$ cat config.mk
export PLATFORM = sky130hd
export DESIGN_NAME = dmem_arbiter
export DESIGN_NICKNAME = d
export VERILOG_FILES = /design/src/rtl/dmem_arbiter.sv
export SDC_FILE = /design/constraint.sdc
export NUM_CORES = 1
export LEC_CHECK = 0
export BUFFER_PORTS_ARGS = -buffer_cell sky130_fd_sc_hd__buf_2
export CAP_MARGIN = 10
export CORE_MARGIN = 8
export CORE_UTILIZATION = 30
export DETAILED_ROUTE_END_ITERATION = 10
export GPL_TIMING_DRIVEN = 1
export PLACE_DENSITY = 0.78
export SYNTH_ARGS = -nofsm -noshare
export SYNTH_HDL_FRONTEND = slang
export SYNTH_SLANG_ARGS = --single-unit
$ cat constraint.sdc
create_clock -name clk -period 1.4 [get_ports clk]
set_input_delay 0.07 -clock clk [delete_from_list [all_inputs] [get_ports clk]]
set_output_delay 0.07 -clock clk [all_outputs]
set_load 0.02 [all_outputs]
$ cat src/rtl/dmem_arbiter.sv
// Two-port arbiter for the single-port data memory: P has fixed priority, D is served after at most MAX_WAIT blocked cycles.
// Optional build macro DMEM_ARB_STATS_EN adds a saturating conflict_cnt output.
module dmem_arbiter #(
    parameter int ADDR_W   = 5,
    parameter int DATA_W   = 8,
    parameter int MAX_WAIT = 4
) (
    input  logic              clk,
    input  logic              rst_n,
    input  logic              p_req,
    input  logic              p_we,
    input  logic [ADDR_W-1:0] p_addr,
    input  logic [DATA_W-1:0] p_wdata,
    output logic              p_gnt,
    output logic              p_rvalid,
    output logic [DATA_W-1:0] p_rdata,
    input  logic              d_req,
    input  logic              d_we,
    input  logic [ADDR_W-1:0] d_addr,
    input  logic [DATA_W-1:0] d_wdata,
    output logic              d_gnt,
    output logic              d_rvalid,
    output logic [DATA_W-1:0] d_rdata,
    output logic              mem_en,
    output logic              mem_we,
    output logic [ADDR_W-1:0] mem_addr,
    output logic [DATA_W-1:0] mem_wdata,
    input  logic [DATA_W-1:0] mem_rdata
`ifdef DMEM_ARB_STATS_EN
    ,
    output logic [15:0]       conflict_cnt
`endif
);

    localparam logic [3:0] MAX_W = 4'(MAX_WAIT);

    logic [3:0] r_wait_cnt;
    logic       r_rd_pend;
    logic       r_rd_src;
    logic       w_d_win;

    // D wins when P is idle, or when D has already waited its full allowance.
    assign w_d_win = d_req && (!p_req || (r_wait_cnt == MAX_W));

    always_comb begin
        p_gnt = rst_n && p_req && !w_d_win;
        d_gnt = rst_n && w_d_win;
    end

    always_comb begin
        mem_en    = p_gnt | d_gnt;
        mem_we    = 1'b0;
        mem_addr  = '0;
        mem_wdata = '0;
        if (d_gnt) begin
            mem_we    = d_we;
            mem_addr  = d_addr;
            mem_wdata = d_wdata;
        end else if (p_gnt) begin
            mem_we    = p_we;
            mem_addr  = p_addr;
            mem_wdata = p_wdata;
        end
    end

    always_ff @(posedge clk) begin
        if (!rst_n) begin
            r_wait_cnt <= 4'd0;
        end else if (!d_req || d_gnt) begin
            r_wait_cnt <= 4'd0;
        end else if (r_wait_cnt != MAX_W) begin
            r_wait_cnt <= r_wait_cnt + 4'd1;
        end
    end

    // Remember who issued the read so the 1-cycle-late data goes back to it.
    always_ff @(posedge clk) begin
        if (!rst_n) begin
            r_rd_pend <= 1'b0;
            r_rd_src  <= 1'b0;
        end else begin
            r_rd_pend <= (p_gnt && !p_we) || (d_gnt && !d_we);
            r_rd_src  <= d_gnt;
        end
    end

    always_comb begin
        p_rvalid = r_rd_pend && !r_rd_src;
        d_rvalid = r_rd_pend && r_rd_src;
        p_rdata  = p_rvalid ? mem_rdata : '0;
        d_rdata  = d_rvalid ? mem_rdata : '0;
    end

`ifdef DMEM_ARB_STATS_EN
    logic [15:0] r_conflict_cnt;

    always_ff @(posedge clk) begin
        if (!rst_n) begin
            r_conflict_cnt <= 16'd0;
        end else if (p_req && d_req && (r_conflict_cnt != 16'hFFFF)) begin
            r_conflict_cnt <= r_conflict_cnt + 16'd1;
        end
    end

    assign conflict_cnt = r_conflict_cnt;
`endif

endmodule

==> impl_metrics.json <==
{
  "status": "finished with violations",
  "violations": "setup timing",
  "start_util_pct": 32.47,
  "grt_setup_unrepaired": "true",
  "grt_util_all_layers_pct": 14.96,
  "syn_avg_cell_area_um2": 8.720,
  "worstPathMaxFanout": 8,
  "maxCapViolCount": 0,
  "final_layout_size_suffix_gt1_share_pct": 68.03,
  "synth_area_um2": 566.8,
  "clock_latency_ns": 0.25,
  "slew-limit-headroom_pct": 83.25,
  "max-vdd-ir-drop_v": 0.0003334,
  "post-dp-hpwl_mm": 2.077,
  "crit_path_top_delay_cell": "dfxtp_2",
  "syn_to_final_growth_pct": 109.5,
  "dieArea_um2": 3536,
  "ant_nets": 0,
  "num_antenna_cells": 0,
  "root_buffer": "clkbuf_4",
  "antenna_found_initial": 0,
  "timing.final.crit_period_ns": 1.617,
  "hold_path_class": "in -> reg",
  "postSynthCellCount": 65,
  "via_count": 842,
  "viasPerCell": 4.895,
  "gp_congestion": 0.8901,
  "port_buffers": 74,
  "synth_cell_types": 21,
  "ff2ff_path_depth": 5,
  "worstPathCellList": "inv_2, ha_4, nand3b_4, o211a_4, a22o_4, buf_6",
  "grt_pass1_wl_mm": 4.091,
  "skew_ns": 0.009595,
  "cts_tree": "done",
  "endpoint_kind": "primary output",
  "crit_family": "compound AO/OA/AOI/OAI gates",
  "dr.pass1.iters": 3,
  "ys_ff_latch": 6,
  "final_cell_area_um2": 1187,
  "post-route-util_pct": 68.03,
  "htreeDepth": 1,
  "clockBufferDepth": 2,
  "required_ns": 1.33,
  "critical_path_class": "reg -> out",
  "clock.fmax_ghz": 0.6183,
  "routedWlPerCell_um": 15.43,
  "cellPowerDensity_nw_per_um2": 539.1,
  "die_h_um": 59.47,
  "path_depth": 6,
  "cts.clk_slew.worst_paths_ns": 0.05,
  "dpl_cell_area_um2": 984.7,
  "drt_iter0_drc": 13,
  "hold_buffers": 0,
  "drc_errors": 0,
  "gr-total-overflow": 0,
  "fillCellCount": 142,
  "p_leak_nw": 0.6863,
  "min_path_cells": 3,
  "fin_total_pwr_w": 0.0006401,
  "ios": 75,
  "cts_sinks": 6,
  "yosysSeqAreaShare_pct": 21.19,
  "critPathArrivalTime_ns": 1.55,
  "hold_viol": 0,
  "core_area_um2": 1745,
  "timing.critical_path.buf_inv": 2,
  "yosys_warnings": 0,
  "first_global_vias": 871,
  "fin_nets": 191,
  "final_cells": 172,
  "dp_cells": 165,
  "die_w_um": 59.47,
  "startpoint_type": "flip-flop",
  "drv_slew": 0,
  "cts_inserted_buffers": 3,
  "tightestPinTransition_ns": 0.2501,
  "post-route-period-util_pct": 115.5,
  "synthesis.nets": 107,
  "routed_wl_mm": 2.654,
  "cpPeakStageDelay_ns": 0.32,
  "grt_max_degree": 17,
  "row_count": 15,
  "setup_slack_ns": -0.2173,
  "setup_viol_count_final": 15
}
## registers in the layout, indices dropped and copies added, names as in the netlist
register and count:
r_rd_src 1, r_rd_pend 1, r_wait_cnt 4
## layout by cell type, fill, tap and decap left out
cell type,count
a21oi_1,1
a21oi_4,1
a22o_1,9
a22o_2,4
a22o_4,2
and2_1,9
and3_1,8
buf_12,1
buf_2,58
buf_4,5
buf_6,16
buf_8,1
clkbuf_4,3
dfxtp_1,4
dfxtp_2,2
ha_1,1
ha_4,1
inv_1,4
inv_2,2
mux2i_1,1
nand2_1,2
nand3_1,1
nand3b_4,1
nor2_1,1
nor2b_2,1
nor3_1,4
o211a_4,2
o21a_1,1
xnor2_1,1
## tightest hold or removal path, stage by stage
cell    delay, ns
buf_2        0.11
inv_1        0.04
a22o_2       0.11
## area by class of cell
type	count	area, µm²	share of cell area, %
clock buffers	3	22.52	1.897
repair buffers	81	543.0	45.73
multi-input cells	51	445.4	37.51
inverters	6	22.52	1.897
well taps	25	31.28	2.634
flip-flops and latches	6	122.6	10.33
## per-stage QoR
stage / hold WS, ns / setup WS (ns) / setup TNS, ns
floorplan: 0.1619 / -0.001149 / -0.01034
global placement: 0.3643 / -0.00004396 / -0.00004396
detailed placement: 0.3653 / -0.04496 / -0.2021
CTS: 0.1150 / -0.2268 / -2.751
global route: 0.1276 / -0.2696 / -3.748
finish: 0.1220 / -0.2173 / -2.840
## cells by family (layout without fill, tap and decap cells)
family	after synthesis	after routing	synth area share [%]
muxes	1	1	1.766
DFF	6	6	21.19
buffers and inverters	9	90	8.608
and+or+nand+nor	27	27	29.80
xor gates and xnor gates	1	1	1.546
adders and majority gates	2	2	4.414
AOI/OAI and AO/OA	19	20	32.67
## final timing paths
path	to	from	slack, ns
min reg2reg	r_wait_cnt[0]	r_wait_cnt[0]	0.55
max reg2reg	r_rd_pend	r_wait_cnt[1]	0.14
max	mem_wdata[7]	r_wait_cnt[1]	-0.22
min	r_rd_pend	p_we	0.12
## cell usage after synthesis
master / count / area, µm²
nand3b_4: 1 / 20.02
o21a_1: 1 / 7.510
a22o_2: 6 / 60.06
dfxtp_1: 6 / 120.1
xnor2_1: 1 / 8.760
a21oi_4: 1 / 16.27
buf_6: 2 / 22.52
nor3_1: 4 / 20.02
nor2_1: 1 / 3.750
inv_1: 6 / 22.52
mux2i_1: 1 / 10.01
a21oi_1: 1 / 5.000
and2_1: 9 / 56.30
o211a_4: 1 / 17.52
clkbuf_1: 1 / 3.750
a22o_1: 9 / 78.83
ha_1: 2 / 25.02
nand2_1: 2 / 7.510
nor2b_1: 1 / 6.260
nand3_1: 1 / 5.000
and3_1: 8 / 50.05
## power by group
part	internal [W]	total [W]	leakage [nW]	switching [W]
clock	0.0000973	0.000165	0.0138	0.0000672
combinational	0.000152	0.000295	0.623	0.000143
sequential	0.000176	0.000180	0.0498	0.00000410
total	0.000426	0.000640	0.686	0.000215
## what timing repair did
item / in CTS / in global routing
buffers inserted: 1 / 2
endpoints found under the setup margin: 20 / 16
endpoints found under the hold margin: 0 / 0
gates cloned: 1 / 0
pin swaps: 7 / 5
gates resized for setup: 42 / 2
## routing by layer
| metal | global-route usage (%) | vias up | wire length, µm |
|---|---|---|---|
| met5 | 0 | - | 0 |
| met4 | 6.143 | 0 | 20 |
| met3 | 14.75 | 2 | 660 |
| met2 | 25.27 | 72 | 1186 |
| met1 | 11.10 | 360 | 786 |
| li1 | - | 408 | - |
(Power assumes the default switching activity.)
